--- config.mk ---
export PLATFORM = sky130hd
export DESIGN_NAME = seg_scan_display
export DESIGN_NICKNAME = d
export VERILOG_FILES = /design/src/rtl/seg_scan_display.sv
export SDC_FILE = /design/constraint.sdc
export NUM_CORES = 1
export LEC_CHECK = 0
export ABC_AREA = 1
export CORE_AREA = 2 2 84 102
export DETAILED_ROUTE_END_ITERATION = 10
export DIE_AREA = 0 0 86 104
export HOLD_SLACK_MARGIN = 0.08
export PLACE_DENSITY = 0.75
export RECOVER_POWER = 25
export SLEW_MARGIN = 10
export SYNTH_ARGS = -nofsm -noshare
export SYNTH_HDL_FRONTEND = slang
export SYNTH_SLANG_ARGS = --single-unit
--- constraint.sdc ---
create_clock -name clock -period 1.9 [get_ports clock]
set_input_delay 0.285 -clock clock [delete_from_list [all_inputs] [get_ports clock]]
set_output_delay 0.285 -clock clock [all_outputs]
set_load 0.02 [all_outputs]
--- src/rtl/seg_scan_display.sv ---
// rtl/seg_scan_display.sv - multiplexed seven-segment scan controller
//
// Purpose:
//   Scans DIGITS seven-segment digits from a single clock. A hex value plus
//   per-digit decimal points are double-buffered (pending -> shadow), so a
//   displayed frame never mixes old and new data. Adds a per-slot anode-off
//   guard time against ghosting, leading-zero blanking and per-digit blinking.
//
// Configuration macro:
//   SEG_SCAN_BLINK_EN - when defined, the blink counter, blink_phase and
//                       blink masking are built. When undefined, blink_mask is
//                       accepted but ignored.
//
// Parameters:
//   DIGITS       number of digits scanned (2..8)
//   REFRESH_DIV  clock cycles per digit slot (>= GUARD+2)
//   GUARD        cycles at the start of each slot with all anodes off
//   BLINK_FRAMES full frames per blink half-period (>= 1)
//
// Ports:
//   clock        in   system clock, rising edge
//   reset        in   asynchronous active-low reset
//   value        in   4*DIGITS hex nibbles, nibble i -> digit i (0 = rightmost)
//   dp_in        in   decimal point request per digit, active-high
//   load         in   one-cycle strobe capturing value/dp_in
//   lzb          in   leading-zero blanking enable, sampled live
//   blink_mask   in   digits that blink, active-high
//   seg_atog     out  segments a..g on bits 0..6, active-low
//   seg_dp       out  decimal point, active-low
//   seg_an       out  anode enables, active-low
//   frame_start  out  one-cycle pulse as the outputs enter slot 0

module seg_scan_display #(
  parameter int DIGITS       = 4,
  parameter int REFRESH_DIV  = 50000,
  parameter int GUARD        = 2,
  parameter int BLINK_FRAMES = 250
) (
  input  logic                  clock,
  input  logic                  reset,
  input  logic [4*DIGITS-1:0]   value,
  input  logic [DIGITS-1:0]     dp_in,
  input  logic                  load,
  input  logic                  lzb,
  input  logic [DIGITS-1:0]     blink_mask,
  output logic [6:0]            seg_atog,
  output logic                  seg_dp,
  output logic [DIGITS-1:0]     seg_an,
  output logic                  frame_start
);

  localparam int PW = (REFRESH_DIV > 1) ? $clog2(REFRESH_DIV) : 1;
  localparam int IW = (DIGITS > 1) ? $clog2(DIGITS) : 1;

  localparam logic [PW-1:0] PCNT_LAST = PW'(REFRESH_DIV - 1);
  localparam logic [IW-1:0] IDX_LAST  = IW'(DIGITS - 1);
  localparam logic [PW-1:0] GUARD_C   = PW'(GUARD);
  localparam bit            HAS_GUARD = (GUARD > 0);

  // Scan position
  logic [PW-1:0] pcnt;
  logic [IW-1:0] idx;
  logic          slot_end;
  logic          frame_end;

  // Double buffer
  logic [4*DIGITS-1:0] pend_val;
  logic [DIGITS-1:0]   pend_dp;
  logic                pend_valid;
  logic [4*DIGITS-1:0] shad_val;
  logic [DIGITS-1:0]   shad_dp;

  // Per-digit blanking and current-slot selection
  logic [DIGITS-1:0] lz_blank;
  logic [DIGITS-1:0] blink_blank;
  logic [DIGITS-1:0] an_onehot;
  logic              upper_zero;
  logic [3:0]        cur_nib;
  logic              cur_dp;
  logic              cur_lz;
  logic              cur_blink;
  logic              in_guard;

  // Next registered outputs
  logic [6:0]        seg_atog_d;
  logic              seg_dp_d;
  logic [DIGITS-1:0] seg_an_d;
  logic              frame_start_d;

  assign slot_end  = (pcnt == PCNT_LAST);
  assign frame_end = slot_end && (idx == IDX_LAST);

  // Active-low glyphs, bit0 = a ... bit6 = g
  function automatic logic [6:0] hex_glyph(input logic [3:0] nib);
    logic [6:0] g;
    case (nib)
      4'h0: g = 7'h40;
      4'h1: g = 7'h79;
      4'h2: g = 7'h24;
      4'h3: g = 7'h30;
      4'h4: g = 7'h19;
      4'h5: g = 7'h12;
      4'h6: g = 7'h02;
      4'h7: g = 7'h78;
      4'h8: g = 7'h00;
      4'h9: g = 7'h10;
      4'hA: g = 7'h08;
      4'hB: g = 7'h03;
      4'hC: g = 7'h46;
      4'hD: g = 7'h21;
      4'hE: g = 7'h06;
      default: g = 7'h0E;
    endcase
    return g;
  endfunction

  // Prescaler and digit index
  always_ff @(posedge clock or negedge reset) begin
    if (!reset) begin
      pcnt <= '0;
      idx  <= '0;
    end else begin
      if (slot_end) begin
        pcnt <= '0;
        if (idx == IDX_LAST) begin
          idx <= '0;
        end else begin
          idx <= idx + IW'(1);
        end
      end else begin
        pcnt <= pcnt + PW'(1);
      end
    end
  end

  // Pending/shadow buffers. A load landing on the frame boundary bypasses the
  // pending stage so it is shown in the very next frame.
  always_ff @(posedge clock or negedge reset) begin
    if (!reset) begin
      pend_val   <= '0;
      pend_dp    <= '0;
      pend_valid <= 1'b0;
      shad_val   <= '0;
      shad_dp    <= '0;
    end else if (load && frame_end) begin
      shad_val   <= value;
      shad_dp    <= dp_in;
      pend_valid <= 1'b0;
    end else begin
      if (frame_end && pend_valid) begin
        shad_val   <= pend_val;
        shad_dp    <= pend_dp;
        pend_valid <= 1'b0;
      end
      if (load) begin
        pend_val   <= value;
        pend_dp    <= dp_in;
        pend_valid <= 1'b1;
      end
    end
  end

`ifdef SEG_SCAN_BLINK_EN
  localparam int BW = $clog2(BLINK_FRAMES + 1);
  localparam logic [BW-1:0] BLINK_LAST = BW'(BLINK_FRAMES - 1);

  logic [BW-1:0] blink_cnt;
  logic          blink_phase;

  // Counts frame boundaries; phase flips every BLINK_FRAMES of them.
  always_ff @(posedge clock or negedge reset) begin
    if (!reset) begin
      blink_cnt   <= '0;
      blink_phase <= 1'b0;
    end else if (frame_end) begin
      if (blink_cnt == BLINK_LAST) begin
        blink_cnt   <= '0;
        blink_phase <= ~blink_phase;
      end else begin
        blink_cnt <= blink_cnt + BW'(1);
      end
    end
  end

  assign blink_blank = blink_phase ? blink_mask : '0;
`else
  logic unused_blink_mask;

  assign unused_blink_mask = ^blink_mask;
  assign blink_blank       = '0;
`endif

  // Leading-zero blanking: walk from the top digit down while nibbles stay
  // zero. Digit 0 is never blanked so a zero value still shows "0".
  always_comb begin
    upper_zero = 1'b1;
    lz_blank   = '0;
    for (int i = DIGITS - 1; i >= 1; i--) begin
      upper_zero  = upper_zero && (shad_val[4*i +: 4] == 4'h0);
      lz_blank[i] = lzb && upper_zero;
    end
  end

  // Select the data belonging to the digit currently being scanned
  always_comb begin
    cur_nib   = 4'h0;
    cur_dp    = 1'b0;
    cur_lz    = 1'b0;
    cur_blink = 1'b0;
    an_onehot = '0;
    for (int i = 0; i < DIGITS; i++) begin
      if (idx == IW'(i)) begin
        cur_nib      = shad_val[4*i +: 4];
        cur_dp       = shad_dp[i];
        cur_lz       = lz_blank[i];
        cur_blink    = blink_blank[i];
        an_onehot[i] = 1'b1;
      end
    end
  end

  // Output decode. Blanked digits keep their anode driven so every slot
  // carries the same duty cycle and lit digits keep uniform brightness.
  always_comb begin
    in_guard      = HAS_GUARD && (pcnt < GUARD_C);
    seg_atog_d    = 7'h7F;
    seg_dp_d      = 1'b1;
    seg_an_d      = '1;
    frame_start_d = (pcnt == '0) && (idx == '0);
    if (!in_guard) begin
      seg_an_d = ~an_onehot;
      if (!cur_blink) begin
        seg_dp_d = ~cur_dp;
        if (!cur_lz) begin
          seg_atog_d = hex_glyph(cur_nib);
        end
      end
    end
  end

  always_ff @(posedge clock or negedge reset) begin
    if (!reset) begin
      seg_atog    <= 7'h7F;
      seg_dp      <= 1'b1;
      seg_an      <= '1;
      frame_start <= 1'b0;
    end else begin
      seg_atog    <= seg_atog_d;
      seg_dp      <= seg_dp_d;
      seg_an      <= seg_an_d;
      frame_start <= frame_start_d;
    end
  end

endmodule

* Yosys cells after proc, flatten, opt, wreduce, memory -nomap -nowiden
Memories as Yosys holds them, arrays and structs flattened. Index checks and enable logic that the tools add are counted.
Word-level totals: register bits after elaboration 72, output and inout bits 13, memory bits (read-only) 112, memories 1, logic and storage cells 67
Cells by class: eq/ne operators 4, mux-type cells 28, order comparisons 1, add/sub/neg operators 2, bitwise operators 3, reductions and logical operators 17
Memory list:
- (no name shown) | depth 16, width 7, read ports 1, clocked after Yosys merged registers in 0, wr ports 0, line 96 | case (nib)
Operators by type and width (count):
- $mux W16 | 3
- $mux W4 | 7
- $add A16 B1 Y16 const B | 1
- $eq A16 B16 Y1 const B | 1
- $logic_not A16 Y1 | 1
- $lt A16 B2 Y1 const B | 1
- $mux W1 | 15
- $mux W7 | 2
- $logic_not A4 Y1 | 3
- $logic_and A1 B1 Y1 | 9
- $eq A2 B2 Y1 const B | 2
- $not A4 Y4 | 1
- $reduce_bool A3 Y1 | 1
- $add A2 B1 Y2 const B | 1
- $eq A2 B1 Y1 const B | 1
- $logic_not A2 Y1 | 1
- $mux W2 | 1
- $not A1 Y1 | 2
- $reduce_and A2 Y1 | 1
- $reduce_bool A2 Y1 | 1

* Depth between registers and ports, before layout
depth in word-level cells 9, mapped depth 13

* Least setup slack after synthesis
OpenSTA, ideal clock, no wires.
path kind register -> register, start point reg idx[0], end point reg seg_atog[3], cell stages (with the launch flop) 12, library setup time 0.091 ns, setup slack 0.082 ns, buffers on the path 1, data required time 1.809 ns, arrival time 1.727 ns, path through dfrtp_1 -> ha_1 -> buf_6 -> inv_1 -> or2_2 -> nand2_1 -> inv_1 -> ha_1 -> nand3_1 -> nand2_1 -> nand2_1 -> nand3_1
Between the ends: longest elaborated chain between the ends 8
Ends and longest elaborated chain:
- from (decl) | line 62 | logic [IW-1:0] idx;
- from (signal assigned) | line 128 | idx <= idx + IW'(1);
- $logic_not A2 Y1 | line 212 | if (idx == IW'(i)) begin
- $mux W4 (4 in a row) | line 212
- $mem_v2 Z16 W7
- $mux W7 (*) | line 234 | if (!cur_lz) begin
- $mux W7 (*) | line 230 | if (!in_guard) begin
- net seg_atog_d[3] | line 85 | logic [6:0] seg_atog_d;
- to (signal assigned) | line 248 | seg_atog <= seg_atog_d;
- to (decl) | line 46 | output logic [6:0] seg_atog,
Mark *: on every way through the listed nets, which the timed path passes. The rest lies on a longest branch. A chain may end at the register's enable or synchronous reset.

* Worst setup path in the final report
start point reg idx[1], end point reg seg_atog[3]
The elaborated chain is that of the path after synthesis.

==> metrics.csv <==
metric;value;unit
status;finished, final reports clean;
via count of the first global-routing pass;3266;
Post-Synthesis Cell Area;3980;um^2
Avg Synthesized Cell Area;7.44;um^2
Worst EP arrival;2080;ps
CP max FO;6;
startpoint types;flop;
H-Tree Level Count;3;
Fmax;551;MHz
antenna violations before repair;0;
DRT Pass-1 Iters;4;
post-synthesis sequential area ratio;45.6;%
first-pass GRT wire length;14700;um
Primary FF master, synth;dfrtp_1;
slowest CP cell;dfrtp_2;
DR WL/cell;12.3;um
die area;8940;um^2
via count;3395;
final setup fails;0;
FF+latch count, synth;72;
IR drop worst, VDD;573;uV
Final ANT Viol Nets;0;
area grow syn2layout;21.6;%
Cell Rows;36;
Max Cap Viol;0;
worst clock skew;15.1;ps
Worst setup startpoint;idx[1];
DRC marker count from the first detailed-route iteration;170;
ratio of cells with drive above 1 in the final layout;15.0;%
HP Start;pend_val[5];
n_diodes;0;
clock buffer depth;2;
Hold Crit Class;reg2reg;
gr ovfl total;0;
drt via density;4.94;
Clock Sink Count;72;
Post-synth EDFFs;0;
later-pin clock latency in the skew report;360;ps
Slew headroom;36.5;%
DIE HEIGHT;104;um
cell repeated most along the worst path;nand3_1;
Worst-path clk slew;70;ps
syn nets;575;
Synth async-reset ratio;100;%
CP Capture Type;flop;
# fillers;687;
CTS root buffer;clkbuf_8;
final worst path period need;1820;ps
total CTS buffers;9;
WP data required;2160;ps
synth warn;0;
drt total wl;8450;um
Power Dens Cells;650;nW/um^2
max-slew violation count;0;
# port buffers;36;
Yosys cell types;30;
Cell Chain, Critical Path;buf_4 > ha_4 > inv_1 > buf_4 > nor2_2 > inv_1 > nand2_2 > ha_4 > nand3_1 > nand3_1 > nand3_1;
critical path class;reg2reg;
dpl hpwl;5660;um
worst slew pin tran;952;ps
core area;7970;um^2
CTS tree;built;
pin count of the biggest net entering global routing;73;
initial core utilization;49.9;%
die width;86;um
Max stage delay on crit path;440;ps
All-Layer GR Usage;20.2;%
final net count;627;
final worst path period share;95.6;%
Synth Instances;535;
DRC;0;
Util after Layout;60.7;%
total negative slack;0;ps
P_leak;2.64;nW
RSZ-0062 raised after global routing;yes;
Crit Reg-Reg Startpoint;idx[1];
I/O pin cnt;41;
Final GP Congestion;0.838;
Hold Vio Cnt, Final;0;
==> cells by family (layout without fill, tap and decap cells) <==
kind of cell,after synthesis,in the layout,synth area share [%]
buffers and inverters,81,138,9.37
AOI/OAI and AO/OA,18,18,2.42
adders and majority gates,12,12,3.77
xor gates and xnor gates,8,8,1.76
and+or+nand+nor,344,344,37.0
DFF,72,72,45.6
==> placed cells by master, fill, tap and decap left out, drive strengths merged, types with 3 or more instances in the layout <==
cell type | synthesis | routed
clkbuf | 8 | 12
nor3 | 8 | 8
dfstp | 12 | 12
nand4 | 6 | 6
nand3 | 56 | 56
inv | 63 | 63
nand2 | 195 | 195
buf | 10 | 22
or2 | 3 | 3
ha | 12 | 12
nor2 | 74 | 74
xor2 | 8 | 8
clkdlybuf4s50 | 0 | 35
a21oi | 13 | 13
dfrtp | 60 | 60
==> area by class of cell <==
cell class,count,area [um^2],area share [%]
clock buffers,11,141,2.92
clock inverters,5,80.1,1.65
inverters,63,246,5.09
multi-input cells,382,1890,39.1
flip-flops and latches,72,1820,37.6
well taps,95,119,2.46
repair buffers,59,543,11.2
==> layer usage <==
layer | track usage, % | vias up | share of wire, %
met5 | 0 | - | 0
met4 | 9.07 | 0 | 2.1
met3 | 3.17 | 15 | 3.4
met2 | 32.6 | 77 | 49
met1 | 26.4 | 1554 | 45
li1 | - | 1749 | -
==> metrics by stage <==
stage / hold slack, ps / worst slack [ps] / power, W / instances / instance area [um^2]
4_1_cts: 477 / 28.9 / 0.00318 / 683 / 4760
6_report: 473 / 83.6 / 0.00315 / 687 / 4840
2_1_floorplan: -10.6 / 82.2 / 0.00171 / 535 / 3980
3_3_place_gp: 338 / -28.7 / 0.00181 / 665 / 4480
3_5_place_dp: 343 / -99.0 / 0.00182 / 665 / 4480
5_1_grt: 495 / -28.1 / 0.00327 / 687 / 4840
==> synth_stat cells, types with 5 or more instances <==
| library cell | n | area (um^2) |
|---|---|---|
| dfstp_2 | 12 | 315 |
| ha_1 | 12 | 150 |
| nor2_1 | 71 | 267 |
| buf_6 | 5 | 56.3 |
| dfrtp_1 | 60 | 1500 |
| xor2_1 | 8 | 70.1 |
| inv_1 | 61 | 229 |
| nand3_1 | 54 | 270 |
| nand2_1 | 190 | 713 |
| clkbuf_1 | 8 | 30.0 |
| a21oi_1 | 13 | 65.1 |
| nor3_1 | 8 | 40.0 |
==> registers in the layout (all words and copies together), names as in the netlist <==
name / flops
seg_an: 4
shad_dp: 4
seg_atog: 7
pcnt: 16
pend_valid: 1
frame_start: 1
seg_dp: 1
pend_val: 16
shad_val: 16
idx: 2
pend_dp: 4
==> final timing paths <==
path                                to  slack [ps]  depth (start not counted)
max                        seg_atog[3]          80                         11
min                        pend_val[5]         470                          2
max reg2reg                seg_atog[3]          80                         11
min reg2reg                pend_val[5]         470                          2
max in group asynchronous       idx[0]         530                          3
min in group asynchronous      pcnt[9]         700                          3
==> report_power, final <==
part	internal (W)	switching, W	leakage (nW)
clock network	0.000773	0.000592	0.106
logic	0.0000853	0.000106	1.63
registers	0.00157	0.0000188	0.904
==> worst max-delay path: cells and delay by family, from the launching register on <==
family                   cells  cell delay, ps
AND/OR/NAND/NOR              5             400
adder cells (fa/ha/maj)      2             460
flip-flops                   1             440
buffers and inverters        4             420
==> repair_timing <==
item | in CTS | in global routing
gates resized for setup | 12 | 17
hold endpoints to repair | 60 | 0
pin swaps | 0 | 3
hold buffers | 1 | 0
buffers inserted | 1 | 4
endpoints found under the setup margin | 6 | 13
Power figures use the tool's default switching activity.
==> RTL change 1, RTL diff (same settings) <==
Add a define of `SEG_SCAN_BLINK_EN`.
--- a/src/rtl/seg_scan_display.sv
+++ b/src/rtl/seg_scan_display.sv
@@ -29,6 +29,8 @@
 //   seg_dp       out  decimal point, active-low
 //   seg_an       out  anode enables, active-low
 //   frame_start  out  one-cycle pulse as the outputs enter slot 0
+
+`define SEG_SCAN_BLINK_EN
 
 module seg_scan_display #(
   parameter int DIGITS       = 4,
Behaviour: no difference found for any inputs over 10 cycles, from zero or initial values and one cycle with reset low; that may be too few to reach the edited logic, so the function may still have changed.
==> RTL change 1 against the original RTL <==
  * Worst hold slack gained 2.3 ps
  * Die area is the same
  * Maximum frequency grew 1.1%
  * Area after synthesis grew 13%
  * Total power shrank 0.92%
  * Design area grew 13%
  * Critical endpoint is now seg_atog[1]
  * Non-clock buffer count grew 6
  * Count of clock-buffer cells in the layout is the same
  * Worst setup slack gained 20 ps
  * Critical path depth shrank 2
  * Sequential share of layout area shrank 0.18 points
  * Wire length grew 13%
  * Sequential cell count grew 9
==> RTL change 1: results (changes against the original RTL) <==
Setup path
  – Worst reg-to-reg setup slack: 100 ps (+20 ps)
  – Top Family by Delay on Critical Path: flip-flops
  – Worst R2R Start: idx[0]
  – Critical-path maximum fanout: 6 (unchanged)
  – Critical path type: flip-flop to flip-flop
  – End of the worst register-to-register path: seg_atog[1]
  – Data arrival time of the critical path: 2080 ps (about the same)
  – Number of cells on the worst reg-to-reg path: 9 (-2)
  – Max stage delay cell, worst path: dfrtp_1
  – Stage delay of the slowest cell on the critical path: 440 ps (about the same)

Drt
  – Wire length per cell after detailed routing: 12.1 um (-1.6%)
  – DRC violation total after the first TritonRoute iteration: 220 (+29%)
  – Total iterations of the first detailed-routing run: 5 (+1)
  – Total number of vias: 3952 (+16%)

Layout
  – Final standard cell area without fillers: 5460 sq um (+13%)
  – Final instance count without filler cells: 788 (+15%)
  – Proportion of layout cells with a drive suffix above 1: 0.134 (-0.0161)
  – Biggest registers after layout: pcnt (16), pend_val (16), shad_val (16)
  – Nets@finish: 730 (+16%)
  – Filler Cell Count: 678 (-1.3%)
  – Count of antenna diodes in the layout: 0 (unchanged)

Power and ir drop
  – Leakage power: 2.90 nW (+9.7%)
  – Peak VDD IR: 0.405 mV (-29%)

GRT
  – Pin count of the biggest net entering global routing: 44 (-40%)
  – Number of antenna violations at the first check in global routing: 0 (unchanged)
  – GRT Total Usage: 0.226 (+0.0245)
  – Number of global-route vias before repair: 3678 (+13%)
  – First-pass GRT wire length: 16300 um (+11%)

Clocking
  – Cell at the root of the clock tree: clkbuf_8
  – Level count of the clock H-tree: 3 (unchanged)
  – Clock Latency Late Sink: 360 ps (about the same)
  – Clock buffer depth: 2 (unchanged)
  – Number of CTS-inserted buffers: 9 (unchanged)
  – Clock transition at path regs: 80 ps

Timing
  – Worst clock skew: 10.2 ps (-4.88 ps)
  – Worst slew margin relative to its limit: 0.357 (-0.00855)

Hold path
  – Class of the tightest hold or removal check: flip-flop to flip-flop
  – Hold path depth: 2 (unchanged)
  – Endpoint of the worst hold path: pend_dp[3]
  – Start point of the worst hold path: pend_dp[3]

Placement
  – Total cell area at the placement stage: 5090 sq um (+14%)
  – Worst slack at placement: -88.5 ps (+10.5 ps)
  – Final weighted congestion in routability-driven placement: 0.871 (+4.0%)
  – HPWL Detailed: 6850 um (+21%)
  – Number of port buffers: 40 (+11%)
  – Inst Count DP: 766 (+15%)

Run status
  – Outcome: completed

Synthesis
  – Count of different cell masters after synthesis: 28 (-6.7%)
  – Proportion of synthesized flip-flops having asynchronous set or reset: 1.00 (unchanged)
  – Count of synthesis-stage warnings from yosys: 0 (unchanged)
  – Top cell types by occurrence after synthesis: nand2_1 (230), inv_1 (78), nor2_1 (78)
  – Share of synthesized area occupied by flip-flops and latches: 0.454 (-0.00287)
  – Post-Syn Instances: 631 (+18%)
  – Cell types with the largest area share after synthesis: dfrtp_1 (38%), nand2_1 (19%), dfstp_2 (7.0%), inv_1 (6.5%), nor2_1 (6.5%)
  – Synth Net Count: 673 (+17%)
==> RTL change 1: cell types whose count changed after synthesis, moves of 4 or more <==
cell and change:
buf_1 +4, a21oi_1 +4, dfrtp_1 +9, nand4_1 +4, o21ai_0 +12, inv_1 +17
nor2_1 +7, nand2_1 +40
==> RTL change 1: tightest hold or removal path: cells and delay by family, from the launching register on <==
kind | cells | cell delay [ps]
and+or+nand+nor | 2 | 100
DFF | 1 | 350
==> RTL change 1: power breakdown <==
part,switching [mW],internal [mW]
clock network,0.620,0.506
logic,0.114,0.0982
registers,0.0183,1.76
total,0.752,2.37
==> RTL change 1: worst max-delay path by stage <==
stage                  endpoint   start  slack (ps)
floorplan           seg_atog[0]  idx[0]          70
global placement    seg_atog[3]  idx[0]          40
detailed placement  seg_atog[3]  idx[0]         -90
CTS                 seg_atog[3]  idx[0]          10
global route        seg_atog[6]  idx[0]         -30
finish              seg_atog[1]  idx[0]         100
==> RTL change 1: per-stage QoR <==
stage,TNS [ps],hold WS [ps]
5_1_grt,-62.4,499
2_1_floorplan,0,-10.6
4_1_cts,0,440
3_5_place_dp,-231,287
3_3_place_gp,0,283
6_report,0,475
==> RTL change 1: final cells by class <==
type                            count  area share
Multi-Input combinational cell    450       0.403
Sequential cell                    81       0.374
Timing Repair Buffer               65       0.113
Inverter                           81      0.0562
Clock buffer                       11      0.0259
Tap cell                           95      0.0218
Clock inverter                      5     0.00573
==> RTL change 1: kinds of logic (layout without fill, tap and decap cells) <==
group,Yosys count,after routing,synth area share
compound gates,34,34,0.0403
xor+xnor,8,8,0.0156
fa+ha+maj,14,14,0.0389
buf+inv,100,162,0.0895
flops,81,81,0.454
simple gates,394,394,0.362
==> RTL change 1: routing by layer <==
| metal | global-route usage | part of all wire | up-vias |
|---|---|---|---|
| met4 | 0.0896 | 0.024 | 0 |
| met3 | 0.0421 | 0.042 | 22 |
| met2 | 0.369 | 0.48 | 91 |
| met5 | 0 | 0 | - |
| li1 | - | - | 2060 |
| met1 | 0.296 | 0.45 | 1779 |
==> RTL change 1: timing repair <==
item / 4_1_cts / 5_1_grt
hold endpoints to repair: 26 / 0
gates resized for setup: 4 / 38
setup buffers: 0 / 5
pin swaps: 0 / 8
setup endpoints to repair: 7 / 47
hold buffers: 1 / 0
==> RTL change 2, RTL diff (same settings) <==
Made on the original files. Remove the register `seg_atog`: a continuous assignment takes its place, so the output `seg_atog` follows one clock earlier.
--- a/src/rtl/seg_scan_display.sv
+++ b/src/rtl/seg_scan_display.sv
@@ -240,17 +240,17 @@
 
   always_ff @(posedge clock or negedge reset) begin
     if (!reset) begin
-      seg_atog    <= 7'h7F;
       seg_dp      <= 1'b1;
       seg_an      <= '1;
       frame_start <= 1'b0;
     end else begin
-      seg_atog    <= seg_atog_d;
       seg_dp      <= seg_dp_d;
       seg_an      <= seg_an_d;
       frame_start <= frame_start_d;
     end
   end
 
+  assign seg_atog = seg_atog_d;
+
 endmodule
 
Behaviour: not the same (Yosys sat finds a counterexample within 4 cycles, from zero or initial values and one cycle with reset low).
==> RTL change 2 against the original RTL <==
  * First-iteration DRC count grew 29%
  * The flow now finishes with violations (setup timing)
  * Count of clock-buffer cells in the layout shrank 1
  * Wire length grew 24%
  * Die area is the same
  * Sequential share of layout area shrank 7.3 points
  * Register-to-register slack gained 40 ps
  * Worst setup slack lost 690 ps
  * Clock skew is essentially flat
  * Via count grew 13%
  * Area after synthesis shrank 3.7%
  * Design area grew 12%
  * Sequential cell count shrank 7
  * Maximum frequency shrank 28%
  * Total power shrank 12%
  * Largest cell class unchanged
==> RTL change 2: results (changes against the original RTL) <==
Run status
  – Outcome: finished with violations
  – Violations in the final reports: setup timing

GRT
  – GRT Total Usage: 0.230 (+0.0282)
  – Pin count of the biggest net entering global routing: 66 (-9.6%)

Hold path
  – Endpoint of the worst hold path: pend_val[7]

Timing
  – Final setup violating endpoints: 7 (+7)
  – Worst slack on hold paths: 472 ps (-1.12 ps)
  – Worst clock skew: 14.8 ps (-0.334 ps)
  – Post-layout worst setup margin: -606 ps (-690 ps)

Setup path
  – Worst reg-to-reg setup slack: 120 ps (+40 ps)
  – Worst R2R Start: pcnt[1]
  – Number of cells on the worst reg-to-reg path: 10 (-1)
  – Data arrival time of the critical path: 2220 ps (+140 ps)
  – Setup crit start: idx[0]
  – End of the worst register-to-register path: pend_dp[2]

Drt
  – Via density per instance: 5.21 (+5.5%)
  – Total iterations of the first detailed-routing run: 5 (+1)

Placement
  – Total cell area at the placement stage: 4740 sq um (+5.8%)
  – Final weighted congestion in routability-driven placement: 0.964 (+15%)
  – HPWL Detailed: 6490 um (+15%)

Layout
  – Proportion of layout cells with a drive suffix above 1: 0.309 (+0.159)
  – Final instance count without filler cells: 738 (+7.4%)

Power and ir drop
  – Leakage power: 2.96 nW (+12%)
  – Cell internal pwr: 2.11 mW (-13%)
  – Combinational share of power: 0.070 (+0.009)

Synthesis
  – Synth Net Count: 577 (+0.35%)
  – Syn avg cell area: 7.14 sq um (-4.0%)
  – Cell types with the largest area share after synthesis: dfrtp_1 (39%), nand2_1 (18%), nand3_1 (7.0%), nor2_1 (6.6%), inv_1 (6.0%)

Clocking
  – Number of buffers added for setup after CTS: 7 (+6)
[RTL change 2: cell type report]
class                   count  area, sq um  area share
clock buffers              10          128      0.0236
inverters                  63          264      0.0488
multi-input cells         389         2250       0.415
well taps                  95          119      0.0220
repair buffers            110          957       0.177
clock inverters             6         58.8      0.0109
flip-flops and latches     65         1640       0.302
[RTL change 2: metal layers]
layer / part of all wire / track usage
met1: 0.42 / 0.293
met2: 0.50 / 0.387
met3: 0.053 / 0.0500
met4: 0.034 / 0.0680
met5: 0 / 0
[RTL change 2: cells by family after synthesis]
family / after synthesis / share of synthesized area
adder cells (fa/ha/maj): 12 / 0.0392
AND/OR/NAND/NOR: 351 / 0.398
AO/OA/AOI/OAI: 19 / 0.0274
buffers and inverters: 83 / 0.0937
XOR/XNOR: 7 / 0.0160
flip-flops: 65 / 0.426
[RTL change 2: worst max-delay path, delay by kind of cell, from the launching register on]
family / cells / cell delay, ps
buf+inv: 3 / 390
fa+ha+maj: 1 / 160
compound gates: 1 / 300
flops: 1 / 470
simple gates: 6 / 550
